`src/rtl/serial_adder_pkg.sv`:
```
// Shared definitions for the bit-serial adder controller: FSM state
// encoding, default operand width and the half-adder helper used by the
// full-adder cell.
package serial_adder_pkg;

    // Default operand / result width.
    localparam int DEFAULT_WIDTH = 8;

    // FSM state encoding.
    localparam logic [1:0] S_IDLE = 2'd0;
    localparam logic [1:0] S_RUN  = 2'd1;
    localparam logic [1:0] S_DONE = 2'd2;

    typedef enum logic [1:0] {
        ST_IDLE = S_IDLE,
        ST_RUN  = S_RUN,
        ST_DONE = S_DONE
    } state_t;

    // Half adder: returns {carry, sum} of two single bits.
    function automatic logic [1:0] half_add(input logic x, input logic y);
        logic [1:0] res;
        res[0] = x ^ y;
        res[1] = x & y;
        return res;
    endfunction

endpackage

```
`src/rtl/serial_fa_cell.sv`:
```
// Combinational 1-bit full adder built from two half-adder stages; the
// carry-out is the OR of the two half-adder carries (they can never both
// be set, so OR equals the majority of x, y, ci).
module serial_fa_cell
    import serial_adder_pkg::*;
(
    input  logic x,
    input  logic y,
    input  logic ci,
    output logic s,
    output logic co
);

    logic [1:0] ha0;
    logic [1:0] ha1;

    // First stage adds the operand bits, second stage folds in the carry.
    assign ha0 = half_add(x, y);
    assign ha1 = half_add(ha0[0], ci);

    assign s  = ha1[0];
    assign co = ha0[1] | ha1[1];

endmodule

```
`src/rtl/serial_adder_ctrl.sv`:
```
// Bit-serial adder controller. Operands are accepted on a valid/ready
// handshake, summed LSB-first through a single full-adder cell over WIDTH
// cycles, and presented on a second valid/ready handshake.
//
// Optional build macro SERIAL_ADDER_SUB_EN adds a `sub` input (subtract
// a - b) and an `ovf` output (signed overflow of the result).
module serial_adder_ctrl
    import serial_adder_pkg::*;
#(
    parameter int WIDTH = DEFAULT_WIDTH
) (
    input  logic             clk,
    input  logic             rst,
    input  logic             in_valid,
    output logic             in_ready,
    input  logic [WIDTH-1:0] a,
    input  logic [WIDTH-1:0] b,
    input  logic             cin,
`ifdef SERIAL_ADDER_SUB_EN
    input  logic             sub,
    output logic             ovf,
`endif
    output logic             out_valid,
    input  logic             out_ready,
    output logic [WIDTH-1:0] sum,
    output logic             cout,
    output logic             busy
);

    // Counter width derived from WIDTH so it can index bits 0..WIDTH-1.
    localparam int CNT_W = $clog2(WIDTH + 1);
    localparam logic [CNT_W-1:0] LAST_BIT = CNT_W'(WIDTH - 1);

    state_t             state;
    logic [WIDTH-1:0]   a_sh;
    logic [WIDTH-1:0]   b_sh;
    logic [WIDTH-1:0]   sum_r;
    logic               carry;
    logic [CNT_W-1:0]   cnt;
    logic               fa_s;
    logic               fa_co;

    // The single shared full-adder cell works on the current LSBs.
    serial_fa_cell u_cell (
        .x  (a_sh[0]),
        .y  (b_sh[0]),
        .ci (carry),
        .s  (fa_s),
        .co (fa_co)
    );

    assign sum = sum_r;

    // Sequencer: operand capture, bit-serial shifting, result hold and
    // both handshakes, with all outputs registered.
    always_ff @(posedge clk) begin
        if (rst) begin
            state     <= ST_IDLE;
            in_ready  <= 1'b1;
            out_valid <= 1'b0;
            busy      <= 1'b0;
            a_sh      <= '0;
            b_sh      <= '0;
            sum_r     <= '0;
            carry     <= 1'b0;
            cnt       <= '0;
            cout      <= 1'b0;
`ifdef SERIAL_ADDER_SUB_EN
            ovf       <= 1'b0;
`endif
        end else begin
            case (state)
                ST_IDLE: begin
                    if (in_valid) begin
                        a_sh     <= a;
`ifdef SERIAL_ADDER_SUB_EN
                        // Subtraction is a + ~b + 1; the +1 rides in as carry.
                        b_sh     <= sub ? ~b : b;
                        carry    <= sub ? 1'b1 : cin;
`else
                        b_sh     <= b;
                        carry    <= cin;
`endif
                        cnt      <= '0;
                        state    <= ST_RUN;
                        in_ready <= 1'b0;
                        busy     <= 1'b1;
                    end else begin
                        in_ready <= 1'b1;
                        busy     <= 1'b0;
                    end
                end

                ST_RUN: begin
                    a_sh  <= a_sh >> 1;
                    b_sh  <= b_sh >> 1;
                    sum_r <= {fa_s, sum_r[WIDTH-1:1]};
                    carry <= fa_co;
                    cnt   <= cnt + CNT_W'(1);
                    if (cnt == LAST_BIT) begin
                        // Last bit: carry register still holds the carry
                        // into the MSB, fa_co is the carry out of it.
                        state     <= ST_DONE;
                        out_valid <= 1'b1;
                        cout      <= fa_co;
`ifdef SERIAL_ADDER_SUB_EN
                        ovf       <= carry ^ fa_co;
`endif
                    end else begin
                        state     <= ST_RUN;
                    end
                end

                ST_DONE: begin
                    // Hold the result until the consumer takes it; no new
                    // operand is accepted in the handoff cycle.
                    if (out_ready) begin
                        state     <= ST_IDLE;
                        out_valid <= 1'b0;
                        in_ready  <= 1'b1;
                        busy      <= 1'b0;
                    end else begin
                        state     <= ST_DONE;
                    end
                end

                default: begin
                    state     <= ST_IDLE;
                    in_ready  <= 1'b1;
                    out_valid <= 1'b0;
                    busy      <= 1'b0;
                end
            endcase
        end
    end

endmodule
```
`config.mk`:
```
export PLATFORM = sky130hd
export DESIGN_NAME = serial_adder_ctrl
export DESIGN_NICKNAME = d
export VERILOG_FILES = /design/src/rtl/serial_adder_pkg.sv /design/src/rtl/serial_fa_cell.sv /design/src/rtl/serial_adder_ctrl.sv
export SDC_FILE = /design/constraint.sdc
export NUM_CORES = 1
export LEC_CHECK = 0
export CAP_MARGIN = 40
export CORE_ASPECT_RATIO = 0.7
export CORE_MARGIN = 1
export CORE_UTILIZATION = 30
export DETAILED_ROUTE_END_ITERATION = 16
export PLACE_DENSITY_LB_ADDON = 0.25
export SLEW_MARGIN = 20
export SYNTH_ARGS = -nofsm -noshare
export SYNTH_HDL_FRONTEND = slang
export SYNTH_SLANG_ARGS = --single-unit
```
`constraint.sdc`:
```
create_clock -name clk -period 1.3 [get_ports clk]
set_input_delay 0.13 -clock clk [delete_from_list [all_inputs] [get_ports clk]]
set_output_delay 0.13 -clock clk [all_outputs]
set_load 0.01 [all_outputs]
```
==> results.yml, run 1 <==
die:
  num_rows: 21
  initial_utilization_pct: 31.3
  fp.dieArea_um2: 5300
  fp.coreArea_um2: 4810
  die_x_um: 86.6
  die_y_um: 61.2
  io_pins: 33
hold_path:
  min_from: "a[6]"
  min_to: "a_sh[6]"
  hold_depth: 3
  hp-class: "in2reg"
critical_path:
  critPathLaunchType: "flop"
  cp-startpoint: "state[0]"
  r2r-end: "a_sh[4]"
  slowest_delay_ns: 0.35
  crit_type: "reg2reg"
  worstRegToRegCells: 5
  reg2reg_from: "state[0]"
  path_cells: "buf_12 -> o21ba_4 -> buf_12 -> o21ai_0 -> a21oi_1"
  required_ns: 1.48
  arrival_ns: 1.38
  worst_path_most_repeated_cell: "buf_12"
  r2r_slack_ns: 0.09
  critPathMaxFanout: 11
  crit_path_top_delay_cell: "dfxtp_2"
  cp-end-kind: "flop"
synth:
  syn_nets: 198
  syn_avg_cell_area_um2: 8.59
  synth_cells: 175
  ys_seq_area_share_pct: 46.6
  ys_ff_latch: 35
  yosysWarnings: 0
  ys_types: 31
  netlist_area_um2: 1500
global_routing:
  grt_pass1_vias: 1155
  grt_pass1_wl_um: 5820
  grt.total_usage_pct: 14.9
  grt.met3_usage_pct: 5.36
  antenna_found_initial: 0
  met2_usage_pct: 19.8
  busiest_layer: "met1"
  use_met1_pct: 22.3
  grt_max_degree: 20
  overflow: 0
finish:
  most-common-layout-cells: "35 x nand2_1, 33 x dfxtp_1, 30 x a21oi_1"
  antenna_cells: 0
  drive_above_1_share_pct: 17.2
  fin_util_pct: 44.1
  fin_nets: 243
  seqCellArea_um2: 703
  syn_to_final_growth_pct: 41.0
  layout_commonest_cell: "nand2_1"
  multiInputGateArea_um2: 711
  fillers: 503
  fin_cells: 290
power_and_ir_drop:
  ir_worst_vdd_mv: 0.525
  p_per_area_nw_per_um2: 1180
  combPwrFrac_pct: 14.5
  p_clk_share_pct: 38.8
  leakagePower_nw: 0.928
  p_seq_share_pct: 46.7
  p_int_mw: 1.89
  switching_power_uw: 605
  power.share.switching_pct: 24.2
placed_design:
  dpl_worst_slack_ns: -0.154
  place_inst: 282
  io_buffers: 32
  post-dp-hpwl_um: 2470
  place_congestion: 0.733
cts:
  clock_latency_ns: 0.28
  cts.sinks: 35
  post_cts_buffers: 0
  cts_made_buffers: 5
  cts.clk_slew.worst_paths_ns: 0.08
  tritoncts: "done"
  cts_hold_buffers: 0
  cts-root-buf: "clkbuf_8"
  htree_levels: 2
  clk_path_buf_depth: 2
timing:
  fin_crit_sh_pct: 93.0
  setup_viol: 0
  slew_violations: 0
  tightest_slew_ns: 0.399
  setup_tns_ns: 0
  fin_skew_ns: 0.00907
  hold_viol: 0
  fin_crit_ns: 1.21
  timing.hold.ws_ns: 0.389
  fin_ws_ns: 0.0909
  fmax_mhz: 827
  slew_headroom_pct: 73.4
routing:
  vias: 1298
  wirelength_um: 3490
  drc: 0
  wire_per_inst_um: 12.0
  ant_nets: 0
  drtIter0Drc: 55
  via_per_inst: 4.48
  drt_pre_antenna_iters: 4
job:
  cap_violations: 0
status:
  status: "finished, final reports clean"
==> worst max-delay path by stage <==
stage                   end  depth (start not counted)  slack [ns]
floorplan           a_sh[3]                          6        0.08
global placement    a_sh[5]                          5       -0.11
detailed placement    carry                          5       -0.15
CTS                    cout                          1       0.005
global route        a_sh[0]                          5     -0.0006
finish              a_sh[4]                          5        0.09
==> critical path: cells and delay by family (launching register included) <==
family / cells / cell delay, ns
AO/OA/AOI/OAI: 3 / 0.47
buffers and inverters: 2 / 0.28
flip-flops: 1 / 0.35
==> cell type report <==
cell class | count | area share, %
multi-input cells | 125 | 33.5
well taps | 69 | 4.07
repair buffers | 52 | 23.7
clock buffers | 5 | 3.25
clock inverters | 3 | 2.07
inverters | 1 | 0.177
flip-flops and latches | 35 | 33.2
==> layer usage <==
layer / vias up / routed length, µm
met2: 30 / 1420
met3: 2 / 200
met5: - / 0
met1: 573 / 1850
li1: 693 / -
met4: 0 / 15
==> what timing repair did <==
item,4_1_cts,5_1_grt
endpoints found under the setup margin,9,20
pin swaps,0,3
gates resized for setup,9,14
==> synthesized netlist by cell type (all sizes together) <==
cell | count | area (µm²)
dfxtp | 35 | 701
nand2 | 35 | 131
a21oi | 30 | 150
nor2 | 14 | 52.6
buf | 11 | 93.8
a211oi | 9 | 77.6
o21ai | 9 | 45.0
a22oi | 3 | 22.5
clkbuf | 3 | 11.3
nand2b | 3 | 18.8
a31oi | 2 | 12.5
mux2i | 2 | 20.0
nand3 | 2 | 10.0
nor3b | 2 | 15.0
o211a | 2 | 20.0
a2bb2oi | 1 | 8.76
and2b | 1 | 7.51
and3 | 1 | 6.26
fa | 1 | 20.0
ha | 1 | 12.5
inv | 1 | 3.75
nand4b | 1 | 8.76
nor2b | 1 | 6.26
nor3 | 1 | 5.00
o21a | 1 | 7.51
o21ba | 1 | 10.0
o21bai | 1 | 18.8
or3 | 1 | 6.26
==> state kept, by name (all words and copies together) (netlist names) <==
name / flops
a_sh: 8
b_sh: 8
busy: 1
carry: 1
cnt: 4
cout: 1
in_ready: 1
out_valid: 1
state: 2
sum: 8
==> metrics by stage <==
step | power (mW) | instance area (µm²)
after floorplan | 1.38 | 1500
after global placement | 1.55 | 1980
final | 2.50 | 2120
after global routing | 2.65 | 2120
after detailed placement | 1.55 | 1980
after CTS | 2.52 | 2080
==> cells by family (layout without fill, tap and decap cells) <==
| group | Yosys count | count (layout) | share of synthesized area, % |
|---|---|---|---|
| mux | 2 | 2 | 1.33 |
| buf+inv | 15 | 61 | 7.24 |
| fa+ha+maj | 2 | 2 | 2.16 |
| simple gates | 62 | 62 | 17.8 |
| flops | 35 | 35 | 46.6 |
| compound gates | 59 | 59 | 24.8 |
==> power groups by stage <==
stage / combinational [mW] / clock, mW / sequential, mW
6_report: 0.362 / 0.969 / 1.17
5_1_grt: 0.408 / 1.06 / 1.18
4_1_cts: 0.356 / 0.999 / 1.17
3_5_place_dp: 0.359 / 0 / 1.19
3_3_place_gp: 0.357 / 0 / 1.19
2_1_floorplan: 0.195 / 0 / 1.19
No activity file was read; power rests on OpenSTA's default activity.
==> run 2: changes to the inputs <==
Settings changed: CAP_MARGIN 40 to not set.
==> results of run 2 <==
Final layout, timing and power as in run 1 (identical DEF).
==> run 3: changes to the inputs <==
Settings changed: CORE_MARGIN 1 to 3, SKIP_CTS_REPAIR_TIMING set to 1.
==> results.yml, run 3 (synthesis results as in run 1) <==
die:
  die_y_um: 65.2
  io_pins: 33
  fp.dieArea_um2: 5910
  initial_utilization_pct: 32.8
  die_x_um: 90.6
  num_rows: 20
  fp.coreArea_um2: 4580
finish:
  drive_above_1_share_pct: 16.5
  fin_nets: 240
  fillers: 454
  fin_cells: 284
  layout_commonest_cell: "nand2_1"
  syn_to_final_growth_pct: 43.5
  most-common-layout-cells: "35 x nand2_1, 34 x dfxtp_1, 28 x a21oi_1"
  antenna_cells: 0
routing:
  drc: 0
  ant_nets: 0
  via_per_inst: 4.60
  vias: 1305
  drtIter0Drc: 68
  wirelength_um: 3630
  wire_per_inst_um: 12.8
  drt_pre_antenna_iters: 4
hold_path:
  hp-class: "in2reg"
power_and_ir_drop:
  ir_worst_vdd_mv: 0.475
  leakagePower_nw: 1.03
  fin_total_pwr_mw: 2.70
  p_per_area_nw_per_um2: 1250
critical_path:
  slowest_delay_ns: 0.34
  worstRegToRegCells: 5
  cp-startpoint: "state[0]"
  critPathMaxFanout: 12
  required_ns: 1.48
  critPathCapture: "a_sh[5]"
  arrival_ns: 1.39
  critPathLaunchType: "flop"
  r2r-end: "a_sh[5]"
  reg2reg_from: "state[0]"
  worst_path_most_repeated_cell: "buf_12"
  crit_path_top_delay_cell: "dfxtp_1"
  r2r_slack_ns: 0.09
  crit_type: "reg2reg"
  path_cells: "buf_12 -> o21ba_2 -> buf_12 -> o21ai_0 -> a21oi_1"
  cp-end-kind: "flop"
cts:
  cts_made_buffers: 5
  clock_latency_ns: 0.29
  tritoncts: "done"
  cts.sinks: 35
  clk_path_buf_depth: 2
  cts-root-buf: "clkbuf_8"
  cts.clk_slew.worst_paths_ns: 0.07
  htree_levels: 2
global_routing:
  overflow: 0
  grt_pass1_wl_um: 5990
  antenna_found_initial: 0
  grt_pass1_vias: 1177
  grt_max_degree: 28
  grt.total_usage_pct: 12.9
timing:
  slew_headroom_pct: 72.7
  setup_viol: 0
  tightest_slew_ns: 0.409
  rsz0062_at_grt: "false"
  hold_viol: 0
  fmax_mhz: 826
  fin_crit_ns: 1.21
  fin_crit_sh_pct: 93.2
  fin_skew_ns: 0.00574
  slew_violations: 0
placed_design:
  place_congestion: 0.760
  post-dp-hpwl_um: 2540
  place_inst: 276
  io_buffers: 32
status:
  status: "finished, final reports clean"
job:
  cap_violations: 0
## run 3: changes by cell type in the layout (fill, tap and decap cells not counted), moves of 2 or more
cell            change
a211oi_2            +2
buf_6               -3
dlymetal6s2s_1      +9
dlygate4sd2_1       -9
a21oi_1             -2
a21oi_2             +2
a211oi_1            -2
## run 3: per-layer routing
metal | global-route usage, % | up-vias | routed length, µm
li1 | - | 690 | -
met1 | 19.9 | 575 | 2090
met2 | 15.8 | 36 | 1310
met3 | 4.46 | 4 | 198
met4 | 4.58 | 0 | 36
met5 | 0 | - | 0
## run 3: worst max-delay path, delay by kind of cell, from the launching register on
family / cells / cell delay (ns)
flops: 1 / 0.34
buf+inv: 2 / 0.29
compound gates: 3 / 0.48
## run 3: area by class of cell
type                    instances  area [µm²]  area share, %
clock inverters                 3        67.6           3.13
clock buffers                   5        68.8           3.19
well taps                      66        82.6           3.83
inverters                       1        3.75          0.174
flip-flops and latches         35         702           32.6
multi-input cells             125         716           33.2
repair buffers                 49         515           23.9
## run 3: report_power, final
part | total [mW] | switching [mW] | internal, mW
Sequential | 1.17 | 0.0364 | 1.13
Combinational | 0.366 | 0.177 | 0.189
Clock | 1.17 | 0.404 | 0.765
Total | 2.70 | 0.617 | 2.08
## run 3: how the worst min path moves through the flow
stage	from	end	slack, ns	depth (start not counted)
final	a[6]	a_sh[6]	0.39	3
after global routing	a[6]	a_sh[6]	0.39	3
after CTS	a[6]	a_sh[6]	0.38	3
after detailed placement	sum[0]	sum[0]	0.46	2
after global placement	sum[0]	sum[0]	0.45	2
after floorplan	rst	b_sh[4]	0.20	1
## run 3: per-stage QoR
stage	utilization [%]	hold WS [ns]	TNS [ns]	instance area (µm²)	setup slack, ns
after floorplan	-	0.203	0	1500	0.0764
final	47.1	0.389	0	2160	0.0887
after CTS	45.9	0.381	-0.297	2100	-0.0534
after detailed placement	42.9	0.457	-1.76	1970	-0.115
after global placement	42.9	0.450	-1.38	1970	-0.109
after global routing	47.1	0.388	0	2160	0.00830
